===== src/rtl/leg4_uart_loader.sv =====
// leg4_uart_loader: UART-loaded 16x8 program memory that holds the leg4 CPU in reset while downloading.
// Optional LEG4_LOADER_CHECKSUM_EN adds a trailing 8-bit sum byte that is checked before the CPU is released.
module leg4_uart_loader #(
    parameter int          CLK_HZ       = 27_000_000,
    parameter int          BAUD         = 115_200,
    parameter logic [7:0]  SYNC_BYTE    = 8'hA5,
    parameter int          TIMEOUT_CLKS = 27_000_000
) (
    input  logic       clk,
    input  logic       nrst,
    input  logic       uart_rx,
    input  logic [3:0] address,
    output logic [7:0] out,
    output logic       cpu_nrst,
    output logic       loading,
    output logic       load_done,
    output logic       load_err
);
    localparam int CPB = CLK_HZ / BAUD;
    localparam int CW  = $clog2(CPB + 1);
    localparam int TW  = $clog2(TIMEOUT_CLKS + 1);

    typedef enum logic [1:0] {R_IDLE, R_START, R_DATA, R_STOP} rx_state_t;
    typedef enum logic [2:0] {
        IDLE, LOAD,
`ifdef LEG4_LOADER_CHECKSUM_EN
        CHECK,
`endif
        FINISH, ERROR
    } state_t;

    logic [1:0]    sync;
    logic          rx_s, rx_prev;
    rx_state_t     rx_state, rx_next;
    logic [CW-1:0] cnt;
    logic [2:0]    bit_idx;
    logic [7:0]    rx_byte;
    logic          rx_valid, frame_err;
    logic          tick, tick_half;

    state_t        state, state_n;
    logic [3:0]    widx;
    logic [TW-1:0] idle_cnt;
    logic [7:0]    mem [16];
    logic          loading_n, done_n, err_n, we, timeout;
`ifdef LEG4_LOADER_CHECKSUM_EN
    logic [7:0]    sum;
`endif

    assign rx_s      = sync[1];
    assign tick      = cnt == CW'(CPB - 1);
    assign tick_half = cnt == CW'(CPB / 2 - 1);
    assign out       = mem[address];

    always_ff @(posedge clk or negedge nrst) begin
        if (!nrst) begin
            sync    <= 2'b11;
            rx_prev <= 1'b1;
        end else begin
            sync    <= {sync[0], uart_rx};
            rx_prev <= rx_s;
        end
    end

    always_comb begin
        rx_next = rx_state;
        case (rx_state)
            R_IDLE:  rx_next = (rx_prev && !rx_s) ? R_START : R_IDLE;
            R_START: rx_next = tick_half ? (rx_s ? R_IDLE : R_DATA) : R_START;
            R_DATA:  rx_next = (tick && bit_idx == 3'd7) ? R_STOP : R_DATA;
            R_STOP:  rx_next = tick ? R_IDLE : R_STOP;
            default: rx_next = R_IDLE;
        endcase
    end

    always_ff @(posedge clk or negedge nrst) begin
        if (!nrst) begin
            rx_state  <= R_IDLE;
            cnt       <= '0;
            bit_idx   <= '0;
            rx_byte   <= '0;
            rx_valid  <= 1'b0;
            frame_err <= 1'b0;
        end else begin
            rx_state  <= rx_next;
            rx_valid  <= rx_state == R_STOP && tick && rx_s;
            frame_err <= rx_state == R_STOP && tick && !rx_s;
            cnt       <= (rx_state == R_IDLE || rx_next != rx_state || (rx_state == R_DATA && tick)) ? '0 : cnt + 1'b1;
            if (rx_state == R_DATA && tick) begin
                rx_byte <= {rx_s, rx_byte[7:1]};
                bit_idx <= bit_idx + 1'b1;
            end
        end
    end

    // Expiry is checked one count early so ERROR is entered TIMEOUT_CLKS clocks after the last byte.
    assign timeout = idle_cnt == TW'(TIMEOUT_CLKS - 1) && !rx_valid;

    always_comb begin
        state_n   = state;
        loading_n = loading;
        done_n    = load_done;
        err_n     = load_err;
        we        = 1'b0;
        case (state)
            IDLE: if (rx_valid && rx_byte == SYNC_BYTE) begin
                state_n   = LOAD;
                loading_n = 1'b1;
                done_n    = 1'b0;
                err_n     = 1'b0;
            end
            LOAD: if (frame_err || timeout) state_n = ERROR;
                  else if (rx_valid) begin
                      we = 1'b1;
`ifdef LEG4_LOADER_CHECKSUM_EN
                      state_n = (widx == 4'hF) ? CHECK : LOAD;
`else
                      state_n = (widx == 4'hF) ? FINISH : LOAD;
`endif
                  end
`ifdef LEG4_LOADER_CHECKSUM_EN
            CHECK: if (frame_err || timeout) state_n = ERROR;
                   else if (rx_valid) state_n = (rx_byte == sum) ? FINISH : ERROR;
`endif
            FINISH: begin
                state_n   = IDLE;
                loading_n = 1'b0;
                done_n    = 1'b1;
            end
            ERROR: begin
                state_n   = IDLE;
                loading_n = 1'b0;
                err_n     = 1'b1;
            end
            default: state_n = IDLE;
        endcase
    end

    always_ff @(posedge clk or negedge nrst) begin
        if (!nrst) begin
            state     <= IDLE;
            widx      <= '0;
            idle_cnt  <= '0;
            loading   <= 1'b0;
            load_done <= 1'b0;
            load_err  <= 1'b0;
            cpu_nrst  <= 1'b0;
            for (int i = 0; i < 16; i++) mem[i] <= '0;
`ifdef LEG4_LOADER_CHECKSUM_EN
            sum       <= '0;
`endif
        end else begin
            state     <= state_n;
            loading   <= loading_n;
            load_done <= done_n;
            load_err  <= err_n;
            cpu_nrst  <= !loading_n && !err_n;
            idle_cnt  <= (state_n == IDLE || state == IDLE || rx_valid) ? '0 : idle_cnt + 1'b1;
            if (we) begin
                mem[widx] <= rx_byte;
                widx      <= widx + 1'b1;
            end else if (state == IDLE) begin
                widx <= '0;
            end
`ifdef LEG4_LOADER_CHECKSUM_EN
            if (state == IDLE) sum <= '0;
            else if (we)       sum <= sum + rx_byte;
`endif
        end
    end
endmodule

===== config.mk =====
export PLATFORM = sky130hd
export DESIGN_NAME = leg4_uart_loader
export DESIGN_NICKNAME = d
export VERILOG_FILES = /design/src/rtl/leg4_uart_loader.sv
export SDC_FILE = /design/constraint.sdc
export NUM_CORES = 1
export LEC_CHECK = 0
export ABC_AREA = 0
export CORE_MARGIN = 3
export CORE_UTILIZATION = 25
export CTS_CLUSTER_SIZE = 8
export DETAILED_ROUTE_END_ITERATION = 12
export PLACE_DENSITY = 0.41
export SLEW_MARGIN = 0
export SYNTH_ARGS = -nofsm -noshare
export SYNTH_HDL_FRONTEND = slang
export SYNTH_SLANG_ARGS = --single-unit

===== constraint.sdc =====
create_clock -name clk -period 2.3 [get_ports clk]
set_input_delay 0.345 -clock clk [delete_from_list [all_inputs] [get_ports clk]]
set_output_delay 0.345 -clock clk [all_outputs]
set_load 0.02 [all_outputs]

==> flow_summary.yaml, run 1 <==
run_status:
  status: "finished, final reports clean"
detailed_routing:
  first_pass_iters: 4
  via_count: 5468
  drtIter0Drc: 220
  post_drt_wl_per_cell_microns: 18.7
  via_per_inst: 4.68
  postRouteAntennaNets: 0
  drc_errors: 0
  routed_wl_microns: 21800
sta:
  slew_viol_final: 0
  hold_ws_ps: 325
  setup_violations: 0
  tns_ps: 0
  fmax_mhz: 436
  maxSlewHeadroom_pct: 60.9
  setup_ws_ps: 3.87
  rsz0062_at_grt: "yes"
  tightest_slew_ps: 587
  skew_ps: 12.2
  hold_viol_final: 0
  min_period_ps: 2300
  timing.final.crit_share_pct: 99.8
clocking:
  cts_tree: "yes"
  cts_buffers: 17
  cts_buffer_depth: 2
  ctsHtreeMaxLevel: 4
  clkLatencyLatePin_ps: 440
  cts.clk_slew.worst_paths_ps: 70
  cts_sinks: 190
  cts-root-buf: "clkbuf_16"
setup_path:
  cp-end-kind: "flop"
  worstSetupPathType: "reg -> reg"
  path_cells: "or3b_4, or4b_4, buf_12, nor2_2, buf_4, mux2_2"
  cp.required_ps: 2620
  max_stage_delay_ps: 500
  cp_top_family: "simple AND/OR/NAND/NOR gates"
  critPathSlowestCell: "or4b_4"
  path_buf_inv: 2
  crit_path_max_fanout: 7
  startpoint_type: "flop"
  crit_arrival_ps: 2610
power_and_ir_drop:
  power_density_mw_per_mm2: 642
  ir_drop_mv: 0.409
  leakagePower_nw: 4.85
global_routing:
  grt_pass1_vias: 5868
  grt_pass1_wl_microns: 35300
  gr-usage-all-layers_pct: 12.4
  overflow: 0
  antenna_found_initial: 0
  grt_max_degree: 71
min_path:
  hold_path.class: "in -> reg"
floorplan:
  initial_utilization_pct: 25.7
  die_h_microns: 193
  io-pin-count: 19
  core_area_sq_mm: 0.0340
  rows: 67
  die_area_sq_mm: 0.0372
  die_w_microns: 193
finish:
  seq_area_sq_mm: 0.00476
  layout.cells.non_filler: 1169
  nets: 726
  fin_util_pct: 31.9
  syn2layout_area_growth_pct: 23.8
  antennaDiodeCount: 0
  multi_input_area_sq_mm: 0.00394
  fillers: 3367
  drive_gt1_share_pct: 42.9
synthesis:
  syn-cell-area_sq_mm: 0.00874
  synth_warnings: 0
  synth_top_area_cell: "dfrtp_1"
  synth.distinct_cells: 52
  ys_ff_latch: 190
  syn_area_per_cell_sq_um: 13.7
  async_flop_share_pct: 100
  synth_nets: 657
  synthFlopType: "dfrtp_1"
  synth_top_area_share_pct: 53.6
  synth_cells: 640
  synth_commonest_cells: "dfrtp_1, mux2_2, mux4_2, nand2_1, nor2_1"
  synth-edff-count: 0
  ys_top_cells_by_area: "dfrtp_1, mux2_2, mux4_2, a22oi_1, ha_1"
  yosysSeqAreaShare_pct: 54.5
  yosysMostFrequentCell: "dfrtp_1"
place:
  hpwl_microns: 14700
  place.gp.congestion: 0.749
  io_buffers: 18
  place_inst: 1129
  dp_slack_ps: -513
job:
  cap_violations: 0
-- logic make-up after synthesis --
logic type                 synth area share (%)
DFF                                        54.5
muxes                                      26.5
and+or+nand+nor                            9.91
AOI/OAI and AO/OA                          3.71
buffers and inverters                      2.15
xor gates and xnor gates                   1.80
adders and majority gates                  1.43
other                                    0.0429
-- registers in the layout (all words and copies together) (netlist names), 2 cells and up --
register and count:
cnt 8, state 3, idle_cnt 25, mem 128, rx_byte 8, widx 4
sync 2, rx_state 2, bit_idx 3
-- cell type report --
type	count	share of cell area, %
sequential	190	44.0
multi-input combinational	402	36.4
timing repair buffer	88	8.68
tap	448	5.18
clock buffer	18	4.06
clock inverter	13	1.35
inverter	10	0.347
-- path summary, 6_finish.rpt --
check                              start  endpoint  slack [ps]  cells past startpoint
min in group asynchronous           nrst    cnt[1]         340                      2
worst min register to register   sync[0]   sync[1]         360                      0
worst max register to register  state[1]   mem[15]           4                      6
max in group asynchronous           nrst   mem[75]        1160                      3
worst min-delay path             uart_rx   sync[0]         320                      1
worst max-delay path            state[1]   mem[15]           4                      6
-- layout by cell type, fill, tap and decap left out, types with 6 or more instances in the layout --
master / n
buf_4: 50
nand3_1: 14
clkbuf_16: 17
mux2_2: 119
o21ai_0: 10
nor2_1: 27
xor2_1: 10
buf_12: 18
mux2_4: 20
or4_1: 7
ha_1: 10
inv_1: 10
nand4_1: 11
mux4_2: 32
a22oi_2: 7
a22oi_1: 10
clkdlybuf4s50_1: 7
or3_1: 13
nor2b_1: 6
a21oi_1: 12
nand2_1: 32
dfrtp_1: 187
xnor2_1: 8
-- timing repair --
item | 4_1_cts | 5_1_grt
gates resized for setup | 28 | 41
hold endpoints to repair | 17 | 0
gates cloned | 2 | 1
hold buffers | 1 | 0
buffers inserted | 3 | 3
endpoints found under the setup margin | 41 | 67
pin swaps | 2 | 4
-- metal layers --
metal	share of wire, %	global-route usage, %	up-vias
met1	47	16.8	2891
li1	-	-	2495
met5	0	0	-
met4	1.4	3.56	0
met2	50	20.8	62
met3	2.0	1.97	20
-- power by group --
group	total, mW	switching, mW	internal [mW]
clock network	2.99	1.42	1.57
logic	0.462	0.248	0.214
registers	3.49	0.0806	3.41
-- stage by stage --
stage / cell area [sq um] / total power, mW
after global routing: 10800 / 7.27
after detailed placement: 10000 / 4.01
after floorplan: 8740 / 3.77
final: 10800 / 6.94
after global placement: 10000 / 3.99
after CTS: 10700 / 7.06
-- worst reg2reg max path, delay by kind of cell, from the launching register on --
family	cells	cell delay [ps]
and+or+nand+nor	3	1120
DFF	1	380
buffers and inverters	2	350
muxes	1	330
Note: power is estimated with default switching activity, not from simulation.
==> inputs of run 2 (changes only) <==
--- a/config.mk
+++ b/config.mk
@@ -6,11 +6,13 @@
 export NUM_CORES = 1
 export LEC_CHECK = 0
 export ABC_AREA = 0
+export CELL_PAD_IN_SITES_DETAIL_PLACEMENT = 0
+export CELL_PAD_IN_SITES_GLOBAL_PLACEMENT = 2
 export CORE_MARGIN = 3
 export CORE_UTILIZATION = 25
 export CTS_CLUSTER_SIZE = 8
 export DETAILED_ROUTE_END_ITERATION = 12
-export PLACE_DENSITY = 0.41
+export PLACE_DENSITY = 0.52
 export SLEW_MARGIN = 0
 export SYNTH_ARGS = -nofsm -noshare
 export SYNTH_HDL_FRONTEND = slang
==> run 2 against run 1 <==
  * Via count down 0.69%
  * Sequential cell count stayed put
  * Count of clock-buffer cells in the layout down 1
  * Utilization grew 0.22 points
  * Global-route usage is 0.32 points higher
  * Clock power rose by 6%
  * Combinational power up 6.3%
  * Largest power group unchanged
  * Highest routed layer unchanged
==> flow_summary.yaml, run 2 (same netlist as run 1, synthesis figures left out) <==
setup_path:
  reg2regPathDepth: 6
  worst_r2r_endpoint: "mem[22]"
  crit_path_max_fanout: 8
  max_stage_delay_ps: 590
  r2r_start: "state[1]"
  critPathSlowestCell: "or4b_4"
  crit_arrival_ps: 2600
  worstSetupPathType: "reg -> reg"
  reg2reg_slack_ps: 30
  cp.required_ps: 2630
  cp-end-kind: "flop"
  startpoint_type: "flop"
  path_common_cell: "buf_12"
  path_cells: "or3b_4, or4b_4, buf_12, nor2_4, buf_12, mux2_4"
clocking:
  cts.clk_slew.worst_paths_ps: 80
  cts_buffers: 17
  ctsHtreeMaxLevel: 4
  clkLatencyLatePin_ps: 450
  cts_sinks: 190
  cts-root-buf: "clkbuf_16"
  cts_tree: "yes"
  cts_buffer_depth: 2
global_routing:
  antenna_found_initial: 0
  grt_pass1_vias: 6048
  grt_max_degree: 66
  overflow: 0
  grt_pass1_wl_microns: 35600
  gr-usage-all-layers_pct: 12.8
power_and_ir_drop:
  leakagePower_nw: 4.84
  swShare_pct: 25.8
  p_int_mw: 5.31
  seqPwrFrac_pct: 48.7
  power_density_mw_per_mm2: 657
  power_switching_mw: 1.84
  p_comb_share_pct: 6.9
  p_clk_share_pct: 44.5
  ir_drop_mv: 0.557
min_path:
  worst_hold_path.endpoint: "sync[0]"
  hold_start: "uart_rx"
  whs_path_depth: 1
  hold_path.class: "in -> reg"
finish:
  nets: 719
  final_common_cell: "dfrtp_1"
  layout_common_cells: "dfrtp_1, mux2_2, buf_4, mux2_4, mux4_2"
  syn2layout_area_growth_pct: 24.6
  largestRegisters: "mem (128), idle_cnt (25)"
  largest_reg_flops: 128
  fin_util_pct: 32.1
  top_register: "mem"
  drive_gt1_share_pct: 43.1
  antennaDiodeCount: 0
detailed_routing:
  via_count: 5430
  first_pass_iters: 6
  drtIter0Drc: 336
  post_drt_wl_per_cell_microns: 19.4
  routed_wl_microns: 22500
  via_per_inst: 4.67
  drc_errors: 0
  postRouteAntennaNets: 0
floorplan:
  core_area_sq_mm: 0.0340
  rows: 67
  die_area_sq_mm: 0.0372
  initial_utilization_pct: 25.7
  io-pin-count: 19
  die_w_microns: 193
  die_h_microns: 193
run_status:
  status: "finished, final reports clean"
sta:
  tns_ps: 0
  tightest_slew_ps: 616
  maxSlewHeadroom_pct: 58.9
  setup_ws_ps: 25.2
  fmax_mhz: 440
  skew_ps: 16.3
  rsz0062_at_grt: "yes"
  setup_violations: 0
  hold_viol_final: 0
  min_period_ps: 2270
  timing.final.crit_share_pct: 98.9
  slew_viol_final: 0
place:
  dp_slack_ps: -499
  place.gp.congestion: 0.708
  hpwl_microns: 15100
  io_buffers: 18
job:
  cap_violations: 0
run 2: changes by cell type in the layout (fill, tap and decap cells not counted), sizes merged, moves of 2 or more:
cell | before | now
inv | 17 | 15
buf | 72 | 67
clkbuf | 24 | 20
clkinv | 3 | 7
clkdlybuf4s15 | 0 | 2
run 2: area by class of cell:
class	count	area (sq um)
Fill cell	3320	23100
Inverter	10	37.5
Timing Repair Buffer	81	853
Multi-Input combinational cell	402	4040
Sequential cell	190	4760
Clock inverter	15	220
Tap cell	448	561
Clock buffer	17	425
run 2: metal layers:
layer | part of all wire [%] | vias up | GRT usage, % | wire length, microns
met3 | 2.6 | 19 | 2.48 | 593
met4 | 1.5 | 0 | 3.73 | 343
met2 | 47 | 64 | 20.7 | 10700
li1 | - | 2457 | - | -
met5 | 0 | - | 0 | 0
met1 | 48 | 2890 | 17.4 | 10900
run 2: stage by stage:
stage | power (mW) | instances | instance area (sq um) | hold slack (ps)
floorplan | 3.77 | 640 | 8740 | 49.4
detailed placement | 4.02 | 1126 | 9930 | 352
CTS | 7.28 | 1163 | 10800 | 312
finish | 7.15 | 1163 | 10900 | 336
global route | 7.49 | 1163 | 10900 | 310
global placement | 4.00 | 1126 | 9930 | 350
run 2: worst max-delay path, delay by kind of cell (launching register included):
kind                   cells  cell delay [ps]
buffers and inverters      2              340
DFF                        1              390
muxes                      1              310
and+or+nand+nor            3             1110
run 2: how the worst max path moves through the flow:
stage | startpoint | to | slack [ps] | cells past startpoint
after floorplan | state[2] | mem[72] | -40 | 6
after global placement | address[1] | out[5] | -510 | 6
after detailed placement | address[1] | out[5] | -500 | 6
after CTS | state[1] | mem[73] | -40 | 6
after global routing | state[1] | mem[25] | -40 | 6
final | state[1] | mem[22] | 30 | 6
run 2: what timing repair did:
| action | CTS | global route |
|---|---|---|
| hold endpoints to repair | 60 | 0 |
| setup buffers | 2 | 0 |
| hold buffers | 1 | 0 |
| gates resized for setup | 62 | 36 |
| setup endpoints to repair | 46 | 85 |
| pin swaps | 5 | 8 |
| gates cloned | 2 | 1 |
run 2: power groups by stage:
| stage | clock network, mW | logic (mW) | registers, mW |
|---|---|---|---|
| 4_1_cts | 3.30 | 0.501 | 3.48 |
| 5_1_grt | 3.44 | 0.553 | 3.49 |
| 3_5_place_dp | 0 | 0.476 | 3.54 |
| 2_1_floorplan | 0 | 0.224 | 3.55 |
| 6_report | 3.18 | 0.491 | 3.48 |
| 3_3_place_gp | 0 | 0.458 | 3.54 |
==> inputs of run 3 (changes only) <==
--- a/config.mk
+++ b/config.mk
@@ -12,6 +12,7 @@
 export CORE_UTILIZATION = 25
 export CTS_CLUSTER_SIZE = 8
 export DETAILED_ROUTE_END_ITERATION = 12
+export GPL_ROUTABILITY_DRIVEN = 0
 export PLACE_DENSITY = 0.52
 export SLEW_MARGIN = 0
 export SYNTH_ARGS = -nofsm -noshare
==> results of run 3 <==
The final DEF is identical to that of run 2; final timing and power are the same.
